===== config.mk =====
export PLATFORM = sky130hd
export DESIGN_NAME = mem_array_ctrl
export DESIGN_NICKNAME = d
export VERILOG_FILES = /design/src/rtl/mem_ctrl_pkg.sv /design/src/rtl/bank_power_ctrl.sv /design/src/rtl/mem_array_ctrl.sv
export SDC_FILE = /design/constraint.sdc
export NUM_CORES = 1
export LEC_CHECK = 0
export ABC_CLOCK_PERIOD_IN_PS = 3530
export CELL_PAD_IN_SITES_DETAIL_PLACEMENT = 1
export CELL_PAD_IN_SITES_GLOBAL_PLACEMENT = 2
export CORE_AREA = 2 2 76 78
export DETAILED_ROUTE_END_ITERATION = 12
export DIE_AREA = 0 0 78 80
export PLACE_DENSITY_LB_ADDON = 0.15
export SETUP_SLACK_MARGIN = 0.15
export SYNTH_ARGS = -nofsm -noshare
export SYNTH_HDL_FRONTEND = slang
export SYNTH_SLANG_ARGS = --single-unit

===== constraint.sdc =====
create_clock -name clk -period 3.53 [get_ports clk]
set_input_delay 0.353 -clock clk [delete_from_list [all_inputs] [get_ports clk]]
set_output_delay 0.353 -clock clk [all_outputs]
set_load 0.01 [all_outputs]

===== src/rtl/mem_ctrl_pkg.sv =====
// Shared types and helpers for the multi-bank SRAM array controller.
package mem_ctrl_pkg;

  typedef enum logic [1:0] {
    IDLE,
    WAKE,
    ACCESS
  } ctrl_state_t;

  // Number of address bits needed to select one of 'banks' banks.
  function automatic int unsigned bank_w(input int unsigned banks);
    int unsigned w;
    w = 0;
    for (int unsigned i = 0; i < 31; i++) begin
      if ((32'd1 << i) < banks) w = i + 1;
    end
    return w;
  endfunction

endpackage


===== src/rtl/bank_power_ctrl.sv =====
// Per-bank power gate: idle counter with saturating timeout and a sleep flag.
module bank_power_ctrl #(
  parameter int unsigned IDLE_TIMEOUT = 4
) (
  input  logic clk,
  input  logic rst_n,
  input  logic wake,
  input  logic busy,
  output logic sleep
);

  localparam int unsigned CNT_W = (IDLE_TIMEOUT > 0) ? $clog2(IDLE_TIMEOUT + 1) : 1;

  logic [CNT_W-1:0] cnt_q, cnt_d;
  logic             sleep_q, sleep_d;

  always_comb begin
    cnt_d   = cnt_q;
    sleep_d = sleep_q;
    // Being targeted wins over a timeout expiring in the same cycle.
    if (wake || busy) begin
      cnt_d   = '0;
      sleep_d = 1'b0;
    end else if (!sleep_q && (IDLE_TIMEOUT != 0) && (cnt_q != CNT_W'(IDLE_TIMEOUT))) begin
      cnt_d = cnt_q + CNT_W'(1);
      if (cnt_q == CNT_W'(IDLE_TIMEOUT - 1)) sleep_d = 1'b1;
    end
  end

  always_ff @(posedge clk or negedge rst_n) begin
    if (!rst_n) begin
      cnt_q   <= '0;
      sleep_q <= 1'b1;
    end else begin
      cnt_q   <= cnt_d;
      sleep_q <= sleep_d;
    end
  end

  assign sleep = sleep_q;

endmodule


===== src/rtl/mem_array_ctrl.sv =====
// Multi-bank SRAM array controller: single-request handshake, bank routing and per-bank power gating.
module mem_array_ctrl
  import mem_ctrl_pkg::*;
#(
  parameter int unsigned ADDR_W       = 4,
  parameter int unsigned DATA_W       = 8,
  parameter int unsigned BANKS        = 2,
  parameter int unsigned WAKE_CYCLES  = 2,
  parameter int unsigned IDLE_TIMEOUT = 4
) (
  input  logic                                clk,
  input  logic                                rst_n,
  input  logic                                req_r,
  input  logic                                req_w,
  input  logic [ADDR_W-1:0]                   addr,
  input  logic [DATA_W-1:0]                   wdata,
  output logic                                ready,
  output logic                                done,
  output logic [DATA_W-1:0]                   rdata,
  output logic                                rdata_valid,
  output logic                                err,
  output logic [BANKS-1:0]                    bank_sleep,
  output logic                                arr_en,
  output logic                                arr_rw,
  output logic [bank_w(BANKS)-1:0]            arr_bank,
  output logic [ADDR_W-bank_w(BANKS)-1:0]     arr_addr,
  output logic [DATA_W-1:0]                   arr_wdata,
  input  logic [DATA_W-1:0]                   arr_rdata
);

  localparam int unsigned BANK_W = bank_w(BANKS);
  localparam int unsigned WORD_W = ADDR_W - BANK_W;
  localparam int unsigned WCNT_W = (WAKE_CYCLES > 1) ? $clog2(WAKE_CYCLES) : 1;

  ctrl_state_t       state_q, state_d;
  logic              rw_q, rw_d;
  logic [BANK_W-1:0] bank_q, bank_d;
  logic [WORD_W-1:0] waddr_q, waddr_d;
  logic [DATA_W-1:0] wdata_q, wdata_d;
  logic [WCNT_W-1:0] wake_cnt_q, wake_cnt_d;
  logic [DATA_W-1:0] rdata_q, rdata_d;
  logic              done_q, done_d;
  logic              rvalid_q, rvalid_d;
  logic              err_q, err_d;

  logic [BANKS-1:0]  wake_vec, busy_vec;
  logic [BANK_W-1:0] req_bank;

  assign req_bank = addr[ADDR_W-1 -: BANK_W];

  always_comb begin
    state_d    = state_q;
    rw_d       = rw_q;
    bank_d     = bank_q;
    waddr_d    = waddr_q;
    wdata_d    = wdata_q;
    wake_cnt_d = wake_cnt_q;
    rdata_d    = rdata_q;
    done_d     = 1'b0;
    rvalid_d   = 1'b0;
    err_d      = 1'b0;
    wake_vec   = '0;
    busy_vec   = '0;
    unique case (state_q)
      IDLE: begin
        if (req_r ^ req_w) begin
          rw_d               = req_w;
          bank_d             = req_bank;
          waddr_d            = addr[WORD_W-1:0];
          wdata_d            = wdata;
          wake_vec[req_bank] = 1'b1;
          if (bank_sleep[req_bank]) begin
            state_d    = WAKE;
            wake_cnt_d = WCNT_W'(WAKE_CYCLES - 1);
          end else begin
            state_d = ACCESS;
          end
        end else if (req_r && req_w) begin
          err_d = 1'b1;
        end
      end
      WAKE: begin
        busy_vec[bank_q] = 1'b1;
        if (wake_cnt_q == '0) state_d = ACCESS;
        else                  wake_cnt_d = wake_cnt_q - WCNT_W'(1);
      end
      ACCESS: begin
        busy_vec[bank_q] = 1'b1;
        done_d           = 1'b1;
        state_d          = IDLE;
        if (!rw_q) begin
          rdata_d  = arr_rdata;
          rvalid_d = 1'b1;
        end
      end
      default: state_d = IDLE;
    endcase
  end

  always_ff @(posedge clk or negedge rst_n) begin
    if (!rst_n) begin
      state_q    <= IDLE;
      rw_q       <= 1'b0;
      bank_q     <= '0;
      waddr_q    <= '0;
      wdata_q    <= '0;
      wake_cnt_q <= '0;
      rdata_q    <= '0;
      done_q     <= 1'b0;
      rvalid_q   <= 1'b0;
      err_q      <= 1'b0;
    end else begin
      state_q    <= state_d;
      rw_q       <= rw_d;
      bank_q     <= bank_d;
      waddr_q    <= waddr_d;
      wdata_q    <= wdata_d;
      wake_cnt_q <= wake_cnt_d;
      rdata_q    <= rdata_d;
      done_q     <= done_d;
      rvalid_q   <= rvalid_d;
      err_q      <= err_d;
    end
  end

  for (genvar g = 0; g < BANKS; g++) begin : g_bank
    bank_power_ctrl #(
      .IDLE_TIMEOUT(IDLE_TIMEOUT)
    ) u_bank (
      .clk  (clk),
      .rst_n(rst_n),
      .wake (wake_vec[g]),
      .busy (busy_vec[g]),
      .sleep(bank_sleep[g])
    );
  end

  assign ready       = (state_q == IDLE);
  assign done        = done_q;
  assign rdata       = rdata_q;
  assign rdata_valid = rvalid_q;
  assign err         = err_q;
  assign arr_en      = (state_q == ACCESS);
  assign arr_rw      = arr_en & rw_q;
  assign arr_bank    = arr_en ? bank_q  : '0;
  assign arr_addr    = arr_en ? waddr_q : '0;
  assign arr_wdata   = arr_en ? wdata_q : '0;

endmodule


==> impl_metrics.toml <==
[run_status]
outcome = "finished, final reports clean"

[clock_tree]
numCtsBuffers = 5
clkSinkCount = 35
clockBufferDepth = 2
ctsHtreeMaxLevel = 2
cts_tree = "done"
clk_latency_ns = 0.28
cts_resized = 0
cts-root-buf = "clkbuf_8"
cts_setup_buffers = 0
clkTransAtPathRegs_ns = 0.07
cts_hold_buf = 0

[synthesis]
syn-num-nets = 169
synthAdderAreaFrac = 0.0835
netlist_top_cells_area = "dfrtp_1, mux2_2, ha_1"
synth_mux_area_frac = 0.169
synth-simple-area-share = 0.0949
synth_top_family_by_area = "multiplexers"
synth_compound_area_frac = 0.0592
async_reset_ff_frac = 1.00
synth_top_area_cell = "dfrtp_1"
synth_top_area_share = 0.501
syn-mean-instance-area_sq_um = 12.3
synth.distinct_cells = 26
synthTopCellsByCount = "dfrtp_1, mux2_2, and2_1"
ys.flop_type = "dfrtp_1"
synth-warning-count = 0
syn_inst = 134
synth-xor-area-share = 0.0106
yosys_register_bits = 35
synthesis.area_sq_um = 1650
synth_edf_count = 0
ys_seq_area_frac = 0.533
yosysMostFrequentCell = "dfrtp_1"

[placed_design]
place_area_sq_um = 2220
place_inst = 253
port_buffers = 51
dp_hpwl_um = 2690
gp_congestion = 0.774

[cells_and_area]
finish.instance_area_sq_um = 2320
drive_gt1_frac = 0.190
final_cells = 261
diodes = 0
areaGrowthSynthToFinish_pct = 40.7
nNetsFinal = 223

[power]
p_sw_mw = 0.698
cellLeakagePower_nw = 1.01
power_frac_comb = 0.515
seqPwrFrac = 0.338
total_power_mw = 2.10
power_density_nw_per_um2 = 908
p_clk_frac = 0.147
vdd_ir_drop_max_uv = 309
switching_share = 0.332
p_int_mw = 1.41

[flow_run]
maxCapViolCount = 0

[timing]
worst_pin_slew_ns = 0.754
rsz0062_at_grt = "false"
period_needed_ns = 2.30
clock_skew_ns = 0.00636
setup_violations = 0
finalHoldViolCount = 0
slew_headroom = 0.497
finalCritPeriodShare = 0.651
drv_slew = 0
fmax_mhz = 435
finalSetupTns_ns = 0

[floorplan]
rows = 27
floorplan.die.width_um = 78
dieArea_sq_um = 6240
die_h_um = 80
ios = 52
core_area_sq_um = 5410
start_util = 0.305

[global_routing]
grt_pass1_wl_um = 5930
antenna_found_initial = 0
first_global_vias = 1241
grt_usage = 0.124
overflow = 0
grt_max_degree = 36

[setup_path]
cp-end-kind = "primary output"
cp-start-kind = "flip-flop"
regToRegSetupSlack_ns = 1.39
cp.required_ns = 3.18
cpPeakStageDelay_ns = 0.53
critPathSlowestCell = "clkdlybuf4s50_1"
critPathMaxFanout = 16
worstSetupPathType = "reg -> out"
path_cells = "inv_1 > ha_1 > and2_1 > clkdlybuf4s50_1"
critical_path_arrival_ns = 1.95

[min_path]
hp-class = "in -> async"

[drt]
drt_iter0_markers = 40
route.detailed.drc = 0
post_drt_via_cell_ratio = 4.48
via_count = 1170
post_drt_wl_per_cell_um = 13.4
ant_nets = 0
drt_wl_total_um = 3490
firstDrtPassIters = 3
[stage by stage]
step | hold WS (ns) | util | worst slack [ns]
after floorplan | 0.0574 | - | 2.05
after global placement | 0.479 | 0.410 | 1.47
after detailed placement | 0.490 | 0.410 | 1.33
after CTS | 0.500 | 0.429 | 1.15
after global routing | 0.513 | 0.429 | 1.02
final | 0.486 | 0.429 | 1.23
[power by group through the flow]
stage                     combinational, mW  sequential (mW)  clock, mW
after floorplan                       0.631            0.720          0
after global placement                 1.07            0.706          0
after detailed placement               1.11            0.722          0
after CTS                              1.11            0.715      0.327
after global routing                   1.20            0.740      0.346
final                                  1.08            0.712      0.309
[layer usage]
metal / track usage / part of all wire / vias up / routed length, um
met3: 0.0475 / 0.067 / 6 / 233
met1: 0.137 / 0.41 / 577 / 1430
met5: 0 / 0 / - / 0
met4: 0.0474 / 0.015 / 0 / 51
li1: - / - / 552 / -
met2: 0.217 / 0.51 / 35 / 1780
[kinds of logic (layout without fill, tap and decap cells)]
kind of cell	after synthesis	count (layout)
mux	25	25
compound gates	15	15
buf+inv	17	72
fa+ha+maj	11	11
simple gates	29	29
xor+xnor	2	2
flops	35	35
[sequential cells by signal (all words and copies together) (netlist names)]
register,cells
rw_q,1
bank_q,1
err,1
done,1
rdata,8
g_bank.u_bank.cnt_q,6
wake_cnt_q,1
wdata_q,8
state_q,2
g_bank.u_bank.sleep,2
waddr_q,3
rdata_valid,1
[placed cells by master, fill, tap and decap left out, drive strengths merged, types with 2 or more instances in the layout]
cell,instances
clkdlybuf4s50,51
dfrtp,33
mux2,22
and2,14
inv,12
ha,11
nor2,8
clkbuf,8
a21oi,6
nand2,4
mux2i,3
o21ai,2
xnor2,2
dfstp,2
nor2b,2
[worst max-delay path, delay by kind of cell (launching register included)]
family / cells / cell delay [ns]
fa+ha+maj: 1 / 0.42
buf+inv: 2 / 0.64
flops: 1 / 0.40
simple gates: 1 / 0.20
[area by class of cell]
type	count	area (sq um)
Timing Repair Buffer	52	518
Inverter	12	45.0
Tap cell	72	90.1
Sequential cell	35	878
Multi-Input combinational cell	82	687
Fill cell	597	3090
Clock buffer	8	100
[final timing paths]
kind                       depth (start not counted)                     end       start
setup / recovery                                   4            arr_wdata[5]  state_q[0]
max in group asynchronous                          2  g_bank[0].u_bank.sleep       rst_n
hold / removal                                     2              wdata_q[4]       rst_n
min in group clk                                   1              wdata_q[2]  wdata_q[2]
hold reg to reg                                    1              wdata_q[2]  wdata_q[2]
setup reg to reg                                   4                rdata[1]  state_q[0]
(Power assumes the default switching activity.)
==> RTL edit: new RTL, config.mk and constraints unchanged <==
Set the parameter `ADDR_W` to 3 (it was 4).
--- a/src/rtl/mem_array_ctrl.sv
+++ b/src/rtl/mem_array_ctrl.sv
@@ -4,3 +4,3 @@
 #(
-  parameter int unsigned ADDR_W       = 4,
+  parameter int unsigned ADDR_W       = 3,
   parameter int unsigned DATA_W       = 8,
Interface: changed (resized addr and arr_addr); port bits go from 52 to 50. No check against the original RTL was run, so the function may have changed too.
==> RTL edit against the original RTL <==
Sequential cell count fell by 1; clock skew fell by 4.2 ps; routed wire length rose by 4.8%; design area fell by 0.70%; maximum frequency fell by 0.87%; largest cell class unchanged; total power rose by 2.7%; via count fell by 1.8%; area after synthesis fell by 0.30%; critical path type unchanged; worst setup slack got worse by 20 ps.
==> RTL edit: results <==
group,metric,value,unit
detailed_routing,route.detailed.wl_per_inst,14.2,um
clock_network,cts_setup_buffers,0,
timing,hold_slack,478,ps
worst_hold_path,hold_class,"primary input to async pin",
layout,nets,218,
synth,syn-num-nets,166,
layout,fillCellCount,600,
power_and_ir_drop,ir_drop,0.300,mV
grt,grtUsageTotal,0.131,
worst_setup_path,cp_max_fo,15,
synth,synth_cell_type_count,27,
clock_network,cts-resized-gates,0,
worst_setup_path,r2r_slack,1420,ps
synth,synth_top_flop_cell,"dfrtp_1",
synth,async_flop_share,1.00,
layout,antennaDiodeCount,0,
layout,drive_gt1_frac,0.178,
run_status,status,"complete, no violations",
detailed_routing,first_pass_iters,4,
clock_network,numCtsBuffers,5,
synth,synth_warnings,0,
synth,seq_area_frac_synth,0.519,
placed_design,port_buffers,49,
grt,grt_start_max_net_pins,35,
clock_network,clk_latency,280,ps
clock_network,cts_root_buf,"clkbuf_8",
grt,antenna_found_initial,0,
clock_network,clkTransAtPathRegs,70,ps
clock_network,h-tree-depth,2,
synth,ys_top_cells_by_count,"dfrtp_1, and2_1, ha_1",
worst_setup_path,cp_data_arrival_time,1970,ps
synth,yosys-top-cells-area,"dfrtp_1, mux2_4, ha_1, mux2_2, and2_1",
power_and_ir_drop,power.leakage,1.03,nW
grt,grt_pass1_wl,6220,um
placed_design,hpwlAfterDp,2750,um
detailed_routing,vias,1149,
grt,grt_pass1_vias,1229,
timing,clock_skew,2.17,ps
job,maxCapViolCount,0,
timing,setup_viol,0,
clock_network,cts.path.max_buffers,2,
timing,slew_headroom,0.515,
placed_design,place_congestion,0.708,
detailed_routing,dr.first_iter.drc_count,30,
==> RTL edit: worst paths after layout <==
| path | to | from | cells after the start |
|---|---|---|---|
| worst max-delay path | arr_wdata[6] | state_q[0] | 4 |
| worst min-delay path | g_bank[0].u_bank.cnt_q[2] | rst_n | 2 |
| worst max register to register | rdata[6] | state_q[0] | 4 |
| worst min register to register | rdata[3] | rdata[3] | 1 |
| max in group asynchronous | g_bank[1].u_bank.sleep | rst_n | 2 |
| min in group clk | rdata[3] | rdata[3] | 1 |
==> RTL edit: cell families (layout without fill, tap and decap cells) <==
family,after synthesis,after routing,share of synthesized area
muxes,24,24,0.184
buffers and inverters,15,68,0.0457
and+or+nand+nor,33,33,0.109
xor gates and xnor gates,2,2,0.0107
adders and majority gates,11,11,0.0838
AOI/OAI and AO/OA,13,13,0.0472
DFF,34,34,0.519
==> RTL edit: worst max-delay path: stages, from the launching register on <==
cell and delay [ps]:
dfrtp_1 380, inv_1 120, ha_1 430, and2_1 200
clkdlybuf4s50_1 540
==> RTL edit: cell type report <==
type | instances | area share
repair buffers | 50 | 0.216
inverters | 10 | 0.0163
well taps | 72 | 0.0391
clock buffers | 5 | 0.0299
flip-flops and latches | 34 | 0.371
multi-input cells | 83 | 0.310
clock inverters | 3 | 0.0174
==> RTL edit: power by group <==
group	total, mW	internal, mW	switching [mW]
sequential	0.699	0.584	0.116
clock	0.348	0.208	0.140
combinational	1.11	0.650	0.463
total	2.16	1.44	0.719
==> RTL edit: metal layers <==
metal	part of all wire	track usage	vias to the layer above
met1	0.42	0.154	573
li1	-	-	538
met2	0.51	0.222	32
met4	0.016	0.0526	0
met5	0	0	-
met3	0.050	0.0419	6
==> RTL edit: per-stage QoR <==
step	setup WS, ps	cell area, um2	instances	util
floorplan	2050	1640	132	-
global placement	1470	2190	249	0.406
detailed placement	1340	2190	249	0.406
CTS	1140	2300	257	0.426
global route	1020	2300	257	0.426
finish	1210	2300	257	0.426
